**config.mk**
```make
export PLATFORM = sky130hd
export DESIGN_NAME = seq_addsub
export DESIGN_NICKNAME = d
export VERILOG_FILES = /design/src/rtl/addsub_pkg.sv /design/src/rtl/chunk_ripple_adder.sv /design/src/rtl/seq_addsub.sv
export SDC_FILE = /design/constraint.sdc
export NUM_CORES = 1
export LEC_CHECK = 0
export BUFFER_PORTS_ARGS = -buffer_cell sky130_fd_sc_hd__buf_2
export CAP_MARGIN = 20
export CORE_UTILIZATION = 27
export CTS_CLUSTER_SIZE = 12
export DETAILED_ROUTE_END_ITERATION = 16
export PLACE_DENSITY = 0.48
export SYNTH_ARGS = -nofsm -noshare
export SYNTH_HDL_FRONTEND = slang
export SYNTH_SLANG_ARGS = --single-unit
```
**constraint.sdc**
```tcl
create_clock -name Clk -period 3.5 [get_ports Clk]
set_input_delay 0.35 -clock Clk [delete_from_list [all_inputs] [get_ports Clk]]
set_output_delay 0.35 -clock Clk [all_outputs]
set_load 0.1 [all_outputs]
```
**src/rtl/addsub_pkg.sv**
```systemverilog
// Shared types and elaboration helpers for the sequential adder/subtractor.
package addsub_pkg;

  typedef enum logic [1:0] {
    StIdle,
    StRun,
    StDone
  } state_e;

  // Chunk counter width; kept at least one bit so NCH=1 still has a legal vector.
  function automatic int unsigned cnt_width(input int unsigned nch);
    return (nch > 1) ? $clog2(nch) : 1;
  endfunction

  // Operand width must split evenly into whole chunks.
  function automatic bit chunk_cfg_ok(input int unsigned width, input int unsigned chunk);
    return (chunk >= 1) && (chunk <= width) && ((width % chunk) == 0);
  endfunction

endpackage

```
**src/rtl/chunk_ripple_adder.sv**
```systemverilog
// Combinational ripple-carry adder for one CHUNK-bit slice.
module chunk_ripple_adder #(
  parameter int unsigned CHUNK = 4
) (
  input  logic [CHUNK-1:0] a_i,
  input  logic [CHUNK-1:0] b_i,
  input  logic             c_i,
  output logic [CHUNK-1:0] s_o,
  output logic             c_o,
  output logic             c_msb_o
);

  logic [CHUNK:0] carry;

  assign carry[0] = c_i;

  for (genvar i = 0; i < CHUNK; i++) begin : g_cell
    assign s_o[i]       = a_i[i] ^ b_i[i] ^ carry[i];
    assign carry[i + 1] = (a_i[i] & b_i[i]) | (carry[i] & (a_i[i] ^ b_i[i]));
  end

  assign c_o     = carry[CHUNK];
  // Carry into the top bit; XOR with c_o gives signed overflow.
  assign c_msb_o = carry[CHUNK - 1];

endmodule

```
**src/rtl/seq_addsub.sv**
```systemverilog
// Multi-cycle adder/subtractor: one CHUNK-bit slice per clock with a registered carry.
module seq_addsub
  import addsub_pkg::*;
#(
  parameter int unsigned WIDTH = 16,
  parameter int unsigned CHUNK = 4
) (
  input  logic             Clk,
  input  logic             Reset_n,
  input  logic             start,
  input  logic             sub,
  input  logic [WIDTH-1:0] A,
  input  logic [WIDTH-1:0] B,
  output logic             busy,
  output logic             done,
  output logic [WIDTH-1:0] S,
  output logic             cout,
  output logic             ovf
);

  localparam int unsigned NCH = WIDTH / CHUNK;
  localparam int unsigned CW  = cnt_width(NCH);
  localparam logic [CW-1:0] LastCnt = CW'(NCH - 1);

  if (!chunk_cfg_ok(WIDTH, CHUNK)) begin : g_cfg_check
    $error("seq_addsub: WIDTH must be a positive multiple of CHUNK");
  end

  state_e state_q, state_d;

  // sub is folded into b_q (inverted) and the initial carry, so it needs no register.
  logic [WIDTH-1:0] a_q, a_d, b_q, b_d, s_q, s_d;
  logic [CW-1:0]    cnt_q, cnt_d;
  logic             carry_q, carry_d;
  logic             cout_q, cout_d;
  logic             ovf_q, ovf_d;

  logic [CHUNK-1:0] a_slice, b_slice, sum_slice;
  logic             slice_cout, slice_cmsb;
  logic             accept;

  assign accept  = start && ((state_q == StIdle) || (state_q == StDone));
  assign a_slice = a_q[cnt_q * CHUNK +: CHUNK];
  assign b_slice = b_q[cnt_q * CHUNK +: CHUNK];

  chunk_ripple_adder #(
    .CHUNK(CHUNK)
  ) u_adder (
    .a_i     (a_slice),
    .b_i     (b_slice),
    .c_i     (carry_q),
    .s_o     (sum_slice),
    .c_o     (slice_cout),
    .c_msb_o (slice_cmsb)
  );

  // Next-state logic for the FSM and the datapath registers.
  always_comb begin
    state_d = state_q;
    a_d     = a_q;
    b_d     = b_q;
    s_d     = s_q;
    cnt_d   = cnt_q;
    carry_d = carry_q;
    cout_d  = cout_q;
    ovf_d   = ovf_q;

    unique case (state_q)
      StIdle:  if (start) state_d = StRun;
      StRun:   if (cnt_q == LastCnt) state_d = StDone;
      StDone:  state_d = start ? StRun : StIdle;
      default: state_d = StIdle;
    endcase

    if (accept) begin
      a_d     = A;
      b_d     = sub ? ~B : B;
      carry_d = sub;
      cnt_d   = '0;
    end else if (state_q == StRun) begin
      s_d[cnt_q * CHUNK +: CHUNK] = sum_slice;
      carry_d = slice_cout;
      if (cnt_q == LastCnt) begin
        cnt_d  = '0;
        cout_d = slice_cout;
        ovf_d  = slice_cmsb ^ slice_cout;
      end else begin
        cnt_d = cnt_q + 1'b1;
      end
    end
  end

  // FSM state register.
  always_ff @(posedge Clk) begin
    if (!Reset_n) begin
      state_q <= StIdle;
    end else begin
      state_q <= state_d;
    end
  end

  // Operand, result, counter and carry registers.
  always_ff @(posedge Clk) begin
    if (!Reset_n) begin
      a_q     <= '0;
      b_q     <= '0;
      s_q     <= '0;
      cnt_q   <= '0;
      carry_q <= 1'b0;
      cout_q  <= 1'b0;
      ovf_q   <= 1'b0;
    end else begin
      a_q     <= a_d;
      b_q     <= b_d;
      s_q     <= s_d;
      cnt_q   <= cnt_d;
      carry_q <= carry_d;
      cout_q  <= cout_d;
      ovf_q   <= ovf_d;
    end
  end

  assign busy = (state_q == StRun);
  assign done = (state_q == StDone);
  assign S    = s_q;
  assign cout = cout_q;
  assign ovf  = ovf_q;

endmodule
```
# Word-level counts from Yosys, hierarchy flattened
# Cells that the tools add are included.
dict set report word_totals {
  regBits 55
  wordCells 60
  inputBits 36
  out_inout_bits 20
}
dict set report classes {
  n_mux 9
  eq_ne 5
  n_bitwise 24
  n_shift 4
  add_sub_neg 2
  n_reduce_logical 8
}
# op n
set op_table {}
lappend op_table {{negation 4 -> 34 bit} 1}
lappend op_table {{variable shift 4 x 34 -> 16 bit, first input constant} 1}
lappend op_table {{variable part select 4 x 34 -> 16 bit} 1}
lappend op_table {{variable part select 16 x 5 -> 4 bit} 2}
lappend op_table {{bitwise mux 16 bit} 1}
lappend op_table {{two-way mux 16 bit} 1}
lappend op_table {{inverter 16 bit} 1}
lappend op_table {{XOR 1 bit} 9}
lappend op_table {{bitwise AND 1 bit} 8}
lappend op_table {{two-way mux 2 bit} 3}
lappend op_table {{case mux 2 bit (3 select lines)} 1}
lappend op_table {{== test 2 bit, second input constant} 2}
lappend op_table {{bitwise OR 1 bit} 4}
lappend op_table {{AND reduction 2 bit} 2}
lappend op_table {{two-way mux 1 bit} 3}
lappend op_table {{AND reduction 3 bit} 1}
lappend op_table {{adder 2 x 1 -> 2 bit, second input constant} 1}
lappend op_table {{== test 2 x 1 -> 1 bit, second input constant} 1}
lappend op_table {{logical NOT 2 bit} 1}
lappend op_table {{inequality test 2 x 1 -> 1 bit, second input constant} 1}
lappend op_table {{inequality test 2 bit, second input constant} 1}
lappend op_table {{inverter 1 bit} 2}
lappend op_table {{nonzero test 2 bit} 1}
lappend op_table {{OR reduction 2 bit} 1}
lappend op_table {{other kinds (2)} 2}

# Depth between registers and ports, before layout
# Gate-level depths: netlist of the first run.
dict set report logic_depth {
  ltp_word 12
  depth_mapped 10
  ltp_nobuf 9
}

# Hierarchy
# From an unflattened synthesis of the first run, not the netlist that was laid out.
dict set report hier_totals {
  cells_unflattened 262
  area_unflattened_um2 2606.2
}
# mod area_per_inst_um2 n_inst cells_per_inst seq_area_each_um2
set modules_own_cells {}
lappend modules_own_cells {seq_addsub 2496.1 1 250 1101.1}
lappend modules_own_cells {chunk_ripple_adder 110.1 1 12 0.0}

# Worst setup path before layout of the first run
# No wires, ideal clock.
dict set report synth_timing {
  path_type {register to register}
  start {register cnt_q[1]}
  end {register s_q[7], in the netlist S[7]}
  path_slack_ns 0.687
  arrival_time_ns 2.721
  period_less_slack_ns 2.813
  required_ns 3.408
  path_stages_with_launch 11
  n_path_buf 1
  cell_sequence {dfxtp_1 > buf_2 > mux4_2 > inv_1 > fa_1 > fa_1 > inv_1 > fa_1 > fa_1 > nand2_1 > o32ai_1}
}
dict set report synth_between {
  elab_chain_len 11
  word_cells_on_any_way 23
  cone_classes {1 x add/sub; 4 x shift; 1 x mux; 17 x bitwise}
}
# element line_no
set synth_lines {}
lappend synth_lines {{start, declared} seq_addsub.sv:33} ;# logic [CW-1:0] cnt_q, cnt_d;
lappend synth_lines {{start signal, assigned} seq_addsub.sv:116} ;# cnt_q <= cnt_d;
lappend synth_lines {{variable part select 16 x 5 -> 4 bit (on tied branches)} {seq_addsub.sv:43, seq_addsub.sv:44}}
lappend synth_lines {{XOR 1 bit} {chunk_ripple_adder.sv:18, chunk_ripple_adder.sv:19}}
lappend synth_lines {{bitwise AND 1 bit} chunk_ripple_adder.sv:19} ;# assign carry[i + 1] = (a_i[i] & b_i[i]) | (carry[i] & (a_i[i] ^ b_i[i]));
lappend synth_lines {{bitwise OR 1 bit} chunk_ripple_adder.sv:19}
lappend synth_lines {{bitwise AND 1 bit} chunk_ripple_adder.sv:19}
lappend synth_lines {{bitwise OR 1 bit} chunk_ripple_adder.sv:19}
lappend synth_lines {{bitwise AND 1 bit} chunk_ripple_adder.sv:19}
lappend synth_lines {{bitwise OR 1 bit} chunk_ripple_adder.sv:19}
lappend synth_lines {{XOR 1 bit} chunk_ripple_adder.sv:18} ;# assign s_o[i] = a_i[i] ^ b_i[i] ^ carry[i];
lappend synth_lines {{variable part select 4 x 34 -> 16 bit} seq_addsub.sv:81} ;# s_d[cnt_q * CHUNK +: CHUNK] = sum_slice;
lappend synth_lines {{bitwise mux 16 bit (*)} seq_addsub.sv:81}
lappend synth_lines {{end signal, assigned} seq_addsub.sv:107} ;# s_q <= '0;
lappend synth_lines {{end signal, assigned} seq_addsub.sv:115} ;# s_q <= s_d;
lappend synth_lines {{end, declared} seq_addsub.sv:32} ;# logic [WIDTH-1:0] a_q, a_d, b_q, b_d, s_q, s_d;
# Every way passes the cells marked *; elsewhere a longest branch is shown, timed or not.
# A chain may end at the register's enable or synchronous reset.

# Worst setup path in the final report of the first run
dict set report layout_timing {
  start {register cnt_q[0]}
  end {register s_q[7], in the netlist S[7]}
}
# The elaborated chain is that of the path after synthesis.

==> flow_metrics.env, run 1 <==
export IMPL_nets=361
export IMPL_leakage_nw=1.15
export IMPL_antenna_left=0
export IMPL_cts_sinks=55
export IMPL_yosysUniqueCellTypes=33
export IMPL_outcome="complete, no violations"
export IMPL_syn_cell_area_um2=2520
export IMPL_htree_levels=2
export IMPL_cts_resized=0
export IMPL_drc=0
export IMPL_grt_max_degree=49
export IMPL_ys_seq_area_share_pct=43.7
export IMPL_numPortBuffers=55
export IMPL_rsz0062_at_grt="false"
export IMPL_yosysWarnings=0
export IMPL_synth_most_common_cell="nand2_1"
export IMPL_start_util_pct=28.3
export IMPL_hold_viol=0
export IMPL_wl_um=5590
export IMPL_grt_antenna_before_repair=0
export IMPL_synthTopCellsByArea="dfxtp_1 (44%), nand2_1 (8.5%), xnor2_1 (5.9%)"
export IMPL_postCtsHoldBufs=0
export IMPL_seq_area_um2=1100
export IMPL_arrival_ns=3.15
export IMPL_clock_path_buffers=2
export IMPL_dp_slack_ns=0.546
export IMPL_cts_made_buffers=5
export IMPL_row_count=34
export IMPL_routedWlPerCell_um=13.2
export IMPL_first_pass_iters=4
export IMPL_via_per_inst=4.64
export IMPL_gp_congestion=0.739
export IMPL_syn_num_nets=314
export IMPL_fin_crit_ns=2.93
export IMPL_hpwl_um=4070
export IMPL_finalWorstSetupSlack_ns=0.565
export IMPL_nFillCells=962
export IMPL_setup_violations=0
export IMPL_dp_cells=416
export IMPL_path_max_fanout=5
export IMPL_overflow=0
export IMPL_core_region_area_um2=8890
export IMPL_syn_inst=268
export IMPL_grt_usage_pct=11.6
export IMPL_drive_gt1_share_pct=24.1
export IMPL_ir_drop_v=0.000145
export IMPL_fin_util_pct=33.1
export IMPL_ys_top_cells_by_count="nand2_1 (57), dfxtp_1 (55), a21oi_1 (20)"
export IMPL_power_density_nw_per_um2=426
export IMPL_synth_edff_count=0
export IMPL_place_area_um2=2850
export IMPL_cp_start_kind="register"
export IMPL_diodes=0
export IMPL_clk_latency_ns=0.31
export IMPL_avgSynthCellArea_um2=9.40
export IMPL_die_x_um=98.6
export IMPL_setup_tns_ns=0
export IMPL_area_delta_synth_final_pct=16.7
export IMPL_finalPower_mw=1.25
export IMPL_fin_hold_ws_ns=0.261
export IMPL_slew_headroom_pct=36.8
export IMPL_grt_pass1_wl_um=8940
export IMPL_multi_input_area_um2=1280
export IMPL_first_iter_violations=76
export IMPL_synth_seq_cells=55
export IMPL_vias=1969
export IMPL_cp_required_ns=3.72
export IMPL_instances_no_fill=424
export IMPL_fin_skew_ns=0.0121
export IMPL_boundaryPins=56
export IMPL_cts_tree="done"
export IMPL_hp_class="in2reg"
export IMPL_chipHeight_um=98.6
export IMPL_slew_viol_final=0
export IMPL_period_share_pct=83.9
export IMPL_final_area_um2=2940
export IMPL_worst_pin_slew_ns=0.946
export IMPL_grt_pass1_vias=1782
export IMPL_die_area_um2=9720
export IMPL_fmax_mhz=341
export IMPL_synth_ff_type="dfxtp_1"
export IMPL_yosys_area_top_type_share_pct=43.7
export IMPL_criticalPathCategory="reg2reg"
export IMPL_end_kind="register"
export IMPL_drv_cap=0
export IMPL_synth_async_sr_flop_share_pct=0
export IMPL_path_clk_slew_ns=0.10
export IMPL_clockRootBuffer="clkbuf_8"
export IMPL_post_cts_setup_buffers=0
export IMPL_yosys_area_top_type="dfxtp_1"
==> cells by family after synthesis <==
group	after synthesis	share of synthesized area (%)
and+or+nand+nor	93	15.9
DFF	55	43.7
AOI/OAI and AO/OA	57	15.0
adders and majority gates	10	6.16
muxes	8	7.45
xor gates and xnor gates	17	5.91
buffers and inverters	28	5.81
==> placed cells by master (no fill, tap or decap), types with 2 or more instances in the layout <==
cell type and instances:
a211oi_1 16, a21oi_1 20, and2_1 4, buf_2 55
buf_4 2, clkbuf_8 5, clkinv_4 2, dfxtp_1 55
fa_1 4, ha_1 6, inv_1 9, mux4_1 2
mux4_2 6, nand2_1 57, nand2b_1 5, nand3_1 2
nor2_1 17, o21ai_0 3, o22ai_1 8, o32ai_1 7
xnor2_1 17
==> worst paths after layout <==
path / from / to / slack [ns] / depth (start not counted)
max: cnt_q[0] / S[7] / 0.57 / 9
min: A[4] / a_q[4] / 0.26 / 3
max reg2reg: cnt_q[0] / S[7] / 0.57 / 9
min reg2reg: a_q[2] / a_q[2] / 0.46 / 2
==> registers in the layout, summed over array words and instances (netlist names) <==
name,count
S,16
carry_q,1
state_q,2
cnt_q,2
b_q,16
a_q,16
ovf,1
cout,1
==> report_power, final <==
part | switching [mW] | total, mW | leakage (nW) | internal (mW)
registers | 0.0204 | 0.680 | 0.450 | 0.660
logic | 0.135 | 0.217 | 0.659 | 0.0816
clock network | 0.211 | 0.355 | 0.0454 | 0.144
==> cell type report <==
| class | count | share of cell area, % |
|---|---|---|
| Clock buffer | 6 | 2.47 |
| Clock inverter | 2 | 0.596 |
| Inverter | 11 | 1.49 |
| Multi-Input combinational cell | 185 | 43.5 |
| Sequential cell | 55 | 37.5 |
| Tap cell | 108 | 4.60 |
| Timing Repair Buffer | 57 | 9.88 |
==> critical path, cell delays in order, from the launching register on <==
cell,delay [ns]
dfxtp_1,0.47
mux4_1,0.59
inv_1,0.09
fa_1,0.18
fa_1,0.16
inv_1,0.05
fa_1,0.43
fa_1,0.50
nand2_1,0.12
o32ai_1,0.28
==> routing by layer <==
metal | up-vias | GRT usage [%] | wire (um)
met5 | - | 0 | 0
met4 | 0 | 3.44 | 56
met3 | 7 | 2.84 | 308
met2 | 65 | 17.9 | 2520
met1 | 876 | 16.2 | 2700
li1 | 1021 | - | -
No activity file was read; power rests on OpenSTA's default activity.
==> inputs of run 2 (changes only) <==
==> constraint.sdc (replaced) <==
create_clock -name Clk -period 2.99 [get_ports Clk]
set_input_delay 0.299 -clock Clk [delete_from_list [all_inputs] [get_ports Clk]]
set_output_delay 0.299 -clock Clk [all_outputs]
set_load 0.1 [all_outputs]
==> run 2 against run 1 <==
Core utilization increased by 0.61 points. Final cell count increased by 0.24%. Via count decreased by 1.4%. Critical path depth unchanged. Maximum frequency increased by 6.5%. Flip-flop and latch count unchanged. First-iteration DRC count decreased by 21%. Worst setup slack got worse by 0.33 ns. Wire length decreased by 0.45%. Final area increased by 1.8%. Total power increased by 24%. Largest cell class unchanged. Largest power group unchanged.
==> flow_metrics.env, run 2 (synthesized netlist as in run 1, its figures left out) <==
export IMPL_outcome="complete, no violations"
export IMPL_setup_tns_ns=0
export IMPL_p_comb_share_pct=16.7
export IMPL_setup_violations=0
export IMPL_leakage_nw=1.17
export IMPL_seq_power_share_pct=51.1
export IMPL_hold_viol=0
export IMPL_slew_headroom_pct=36.6
export IMPL_worst_pin_slew_ns=0.948
export IMPL_clk_latency_ns=0.31
export IMPL_drc=0
export IMPL_cp_required_ns=3.22
export IMPL_routedWlPerCell_um=13.1
export IMPL_core_region_area_um2=8890
export IMPL_die_x_um=98.6
export IMPL_ir_drop_v=0.000237
export IMPL_switching_power_mw=0.431
export IMPL_grt_pass1_wl_um=9410
export IMPL_drive_gt1_share_pct=25.2
export IMPL_final_common_cell="nand2_1"
export IMPL_numPortBuffers=55
export IMPL_vias=1941
export IMPL_multi_input_area_um2=1300
export IMPL_grt_max_degree=49
export IMPL_seq_area_um2=1100
export IMPL_die_area_um2=9720
export IMPL_path_clk_slew_ns=0.10
export IMPL_cts_tree="done"
export IMPL_boundaryPins=56
export IMPL_arrival_ns=2.98
export IMPL_via_per_inst=4.57
export IMPL_period_share_pct=92.2
export IMPL_final_cell_mix="nand2_1 (57), dfxtp_1 (55), buf_2 (55), a21oi_1 (20)"
export IMPL_antenna_left=0
export IMPL_htree_levels=2
export IMPL_overflow=0
export IMPL_hpwl_um=4090
export IMPL_grt_antenna_before_repair=0
export IMPL_end_kind="register"
export IMPL_nFillCells=935
export IMPL_intPower_mw=1.12
export IMPL_first_iter_violations=60
export IMPL_cp_start_kind="register"
export IMPL_diodes=0
export IMPL_clock_path_buffers=2
export IMPL_path_max_fanout=4
export IMPL_area_delta_synth_final_pct=18.8
export IMPL_first_pass_iters=4
export IMPL_dp_slack_ns=0.141
export IMPL_clockRootBuffer="clkbuf_8"
export IMPL_cts_made_buffers=5
export IMPL_power_density_nw_per_um2=520
export IMPL_fmax_mhz=363
export IMPL_chipHeight_um=98.6
export IMPL_start_util_pct=28.3
export IMPL_slew_viol_final=0
export IMPL_rsz0062_at_grt="false"
export IMPL_clockPowerShare_pct=32.2
export IMPL_gp_congestion=0.719
export IMPL_nets=362
export IMPL_grt_usage_pct=12.3
export IMPL_hp_class="in2reg"
export IMPL_finalWorstSetupSlack_ns=0.235
export IMPL_criticalPathCategory="reg2reg"
export IMPL_fin_skew_ns=0.00946
export IMPL_drv_cap=0
export IMPL_cts_sinks=55
export IMPL_post_cts_setup_buffers=0
export IMPL_row_count=34
export IMPL_fin_crit_ns=2.76
export IMPL_p_sw_share_pct=27.7
export IMPL_wl_um=5560
export IMPL_grt_pass1_vias=1906
## run 2: changes by cell type in the layout (fill, tap and decap cells not counted), sizes merged
cell / before / now
clkinv: 2 / 0
bufinv: 0 / 1
buf: 57 / 58
inv: 11 / 12
## run 2: cell type report
cell class              instances  area share (%)
multi-input cells             185            43.3
flip-flops and latches         55            36.8
repair buffers                 58            10.2
well taps                     108            4.52
clock buffers                   6            2.42
inverters                      11            1.46
clock inverters                 2            1.30
## run 2: layer usage
metal | track usage (%) | vias to the layer above | wire length [um]
met5 | 0 | - | 0
met4 | 3.10 | 0 | 53
met3 | 2.62 | 5 | 202
met2 | 19.9 | 50 | 2550
met1 | 16.6 | 866 | 2760
li1 | - | 1020 | -
## run 2: critical path, stage by stage, from the launching register on
cell and delay, ns:
dfxtp_1 0.37, mux4_1 0.55, inv_1 0.09, fa_1 0.18, fa_1 0.17, inv_1 0.05
fa_2 0.37, fa_1 0.51, nand2_1 0.13, o32ai_2 0.27
## run 2: what timing repair did
item                                    4_1_cts  5_1_grt
gates resized for setup                       0        5
endpoints found under the setup margin        0        2
hold buffers                                  0        0
## run 2: worst paths after layout
kind | cells past startpoint | endpoint | slack [ns] | startpoint
setup / recovery | 9 | S[7] | 0.23 | cnt_q[0]
hold / removal | 3 | a_q[11] | 0.21 | A[11]
setup reg to reg | 9 | S[7] | 0.23 | cnt_q[0]
hold reg to reg | 2 | a_q[2] | 0.46 | a_q[2]
## run 2: stage by stage
step / hold slack, ns / cells / cell area [um^2] / power (mW) / util [%]
after floorplan: 0.433 / 268 / 2520 / 1.00 / -
after global placement: 0.448 / 417 / 2860 / 1.07 / 32.1
after detailed placement: 0.453 / 417 / 2860 / 1.08 / 32.1
after CTS: 0.203 / 425 / 2970 / 1.58 / 33.4
after global routing: 0.200 / 425 / 2990 / 1.64 / 33.7
final: 0.214 / 425 / 2990 / 1.56 / 33.7
## run 2: power groups by stage
stage | Clock, mW | Combinational (mW) | Sequential (mW)
global route | 0.551 | 0.290 | 0.801
detailed placement | 0 | 0.263 | 0.813
global placement | 0 | 0.259 | 0.813
finish | 0.501 | 0.259 | 0.795
CTS | 0.518 | 0.264 | 0.796
floorplan | 0 | 0.171 | 0.833
==> inputs of run 3 (changes only) <==
--- a/config.mk
+++ b/config.mk
@@ -5,12 +5,13 @@
 export SDC_FILE = /design/constraint.sdc
 export NUM_CORES = 1
 export LEC_CHECK = 0
+export ABC_AREA = 1
 export BUFFER_PORTS_ARGS = -buffer_cell sky130_fd_sc_hd__buf_2
 export CAP_MARGIN = 20
-export CORE_UTILIZATION = 27
+export CORE_UTILIZATION = 47
 export CTS_CLUSTER_SIZE = 12
 export DETAILED_ROUTE_END_ITERATION = 16
-export PLACE_DENSITY = 0.48
+export PLACE_DENSITY = 0.73
 export SYNTH_ARGS = -nofsm -noshare
 export SYNTH_HDL_FRONTEND = slang
 export SYNTH_SLANG_ARGS = --single-unit
==> run 3 against run 2 <==
Final cell count grew 11%. Clock power grew 14%. Combinational power grew 37%. Largest power group unchanged.
==> flow_metrics.env, run 3 <==
export IMPL_cts_sinks=55
export IMPL_chipHeight_um=75.8
export IMPL_drc=0
export IMPL_ir_drop_v=0.000277
export IMPL_postCtsHoldBufs=0
export IMPL_die_area_um2=5750
export IMPL_synth_seq_cells=55
export IMPL_diodes=0
export IMPL_clk_latency_ns=0.31
export IMPL_nFillCells=476
export IMPL_syn_num_nets=393
export IMPL_fin_crit_ns=2.84
export IMPL_period_share_pct=95.0
export IMPL_hold_viol=0
export IMPL_setup_violations=0
export IMPL_overflow=0
export IMPL_cts_tree="done"
export IMPL_yosys_area_top_type="dfxtp_1"
export IMPL_routedWlPerCell_um=12.1
export IMPL_syn_cell_area_um2=2560
export IMPL_nets=445
export IMPL_setup_tns_ns=0
export IMPL_fmax_mhz=352
export IMPL_row_count=26
export IMPL_wl_um=5680
export IMPL_boundaryPins=56
export IMPL_antenna_left=0
export IMPL_first_iter_violations=85
export IMPL_power_density_nw_per_um2=572
export IMPL_synth_async_sr_flop_share_pct=0
export IMPL_synth_most_common_cell="nor2_1"
export IMPL_slew_viol_final=0
export IMPL_grt_pass1_vias=2050
export IMPL_leakage_nw=1.41
export IMPL_drv_cap=0
export IMPL_grt_antenna_before_repair=0
export IMPL_cp_start_kind="register"
export IMPL_core_region_area_um2=5170
export IMPL_htree_levels=2
export IMPL_area_delta_synth_final_pct=18.6
export IMPL_end_kind="register"
export IMPL_path_clk_slew_ns=0.10
export IMPL_synth_edff_count=0
export IMPL_yosysUniqueCellTypes=18
export IMPL_grt_usage_pct=20.8
export IMPL_hpwl_um=3980
export IMPL_vias=2333
export IMPL_syn_inst=347
export IMPL_final_common_cell="nor2_1"
export IMPL_numPortBuffers=55
export IMPL_ys_seq_area_share_pct=43.0
export IMPL_yosysWarnings=0
export IMPL_start_util_pct=49.5
export IMPL_ys_top_cells_by_count="nor2_1 (72), o21ai_0 (62), dfxtp_1 (55)"
export IMPL_worst_pin_slew_ns=0.626
export IMPL_synthTopCellsByArea="dfxtp_1 (43%), o21ai_0 (12%), nor2_1 (11%)"
export IMPL_clock_path_buffers=2
export IMPL_fin_skew_ns=0.0108
export IMPL_avgSynthCellArea_um2=7.38
export IMPL_gp_congestion=0.860
export IMPL_rsz0062_at_grt="false"
export IMPL_clockRootBuffer="clkbuf_8"
export IMPL_finalPower_mw=1.74
export IMPL_cts_made_buffers=5
export IMPL_outcome="complete, no violations"
export IMPL_criticalPathCategory="reg2reg"
export IMPL_path_max_fanout=15
export IMPL_final_cell_mix="nor2_1 (71), o21ai_0 (62), buf_2 (55), dfxtp_1 (53), nand2_1 (38)"
export IMPL_via_per_inst=4.96
export IMPL_grt_max_degree=48
export IMPL_first_pass_iters=4
export IMPL_slew_headroom_pct=58.3
export IMPL_die_x_um=75.8
export IMPL_synth_ff_type="dfxtp_1"
export IMPL_hp_class="in2reg"
export IMPL_post_cts_setup_buffers=0
export IMPL_drive_gt1_share_pct=18.5
export IMPL_grt_pass1_wl_um=8960
export IMPL_arrival_ns=3.04
export IMPL_yosys_area_top_type_share_pct=43.0
export IMPL_cp_required_ns=3.19
==> run 3: cell count changes after synthesis, sizes merged, moves of 15 or more <==
cell and change:
a211oi -16, a21oi +15, inv +16, nand2 -20, nor2 +55, o21ai +59
==> run 3: stage by stage <==
step | instance area, um^2 | hold slack, ns | setup WS (ns) | utilization, % | std cells
floorplan | 2560 | 0.424 | 0.188 | - | 347
global placement | 2900 | 0.452 | 0.281 | 56.0 | 462
detailed placement | 2900 | 0.447 | 0.206 | 56.0 | 462
CTS | 3030 | 0.205 | 0.183 | 58.6 | 470
global route | 3040 | 0.215 | 0.0143 | 58.7 | 470
finish | 3040 | 0.210 | 0.150 | 58.7 | 470
==> run 3: routing by layer <==
| layer | track usage (%) | wire length [um] | share of wire, % | up-vias |
|---|---|---|---|---|
| li1 | - | - | - | 1223 |
| met1 | 26.8 | 2640 | 47 | 1043 |
| met2 | 35.6 | 2790 | 49 | 61 |
| met3 | 2.78 | 186 | 3.3 | 6 |
| met4 | 7.82 | 53 | 0.93 | 0 |
| met5 | 0 | 0 | 0 | - |
==> run 3: path summary, 6_finish.rpt <==
check,startpoint,to,slack (ns),cells past startpoint
worst min-delay path,A[2],a_q[2],0.21,3
worst max-delay path,cnt_q[0],S[7],0.15,14
worst max register to register,cnt_q[0],S[7],0.15,14
worst min register to register,a_q[0],a_q[0],0.46,2
==> run 3: critical path: stages, from the launching register on <==
cell and delay (ns):
dfxtp_2 0.34, buf_4 0.17, o21ai_0 0.25, a21oi_2 0.10, fa_1 0.39, fa_1 0.38
inv_1 0.08, fa_1 0.22, fa_1 0.44, nand2_1 0.10, nor2_1 0.05, nand2_1 0.05
nand2_1 0.05, inv_1 0.06, nor2_1 0.03
==> run 3: kinds of logic (layout without fill, tap and decap cells) <==
kind of cell | count (synthesis) | count (layout) | synth area share, %
xor gates and xnor gates | 17 | 17 | 5.81
adders and majority gates | 10 | 10 | 6.06
DFF | 55 | 55 | 43.0
AOI/OAI and AO/OA | 101 | 101 | 19.9
and+or+nand+nor | 117 | 117 | 17.5
buffers and inverters | 47 | 100 | 7.72
==> run 3: area by class of cell <==
class | instances | area [um^2] | area share (%)
multi-input combinational | 245 | 1270 | 41.8
sequential | 55 | 1100 | 36.3
timing repair buffer | 63 | 335 | 11.0
inverter | 29 | 109 | 3.58
tap | 70 | 87.6 | 2.88
clock buffer | 6 | 72.6 | 2.39
clock inverter | 2 | 60.1 | 1.98
==> run 3: power breakdown <==
| group | leakage [nW] | total, mW | switching, mW | internal [mW] |
|---|---|---|---|---|
| Combinational | 0.890 | 0.355 | 0.239 | 0.116 |
| Sequential | 0.453 | 0.809 | 0.0258 | 0.783 |
| Clock | 0.0654 | 0.573 | 0.238 | 0.335 |
==> run 3: what timing repair did <==
item	CTS	global route
resized for setup	0	3
hold endpoints to repair	0	0
setup endpoints to repair	0	1
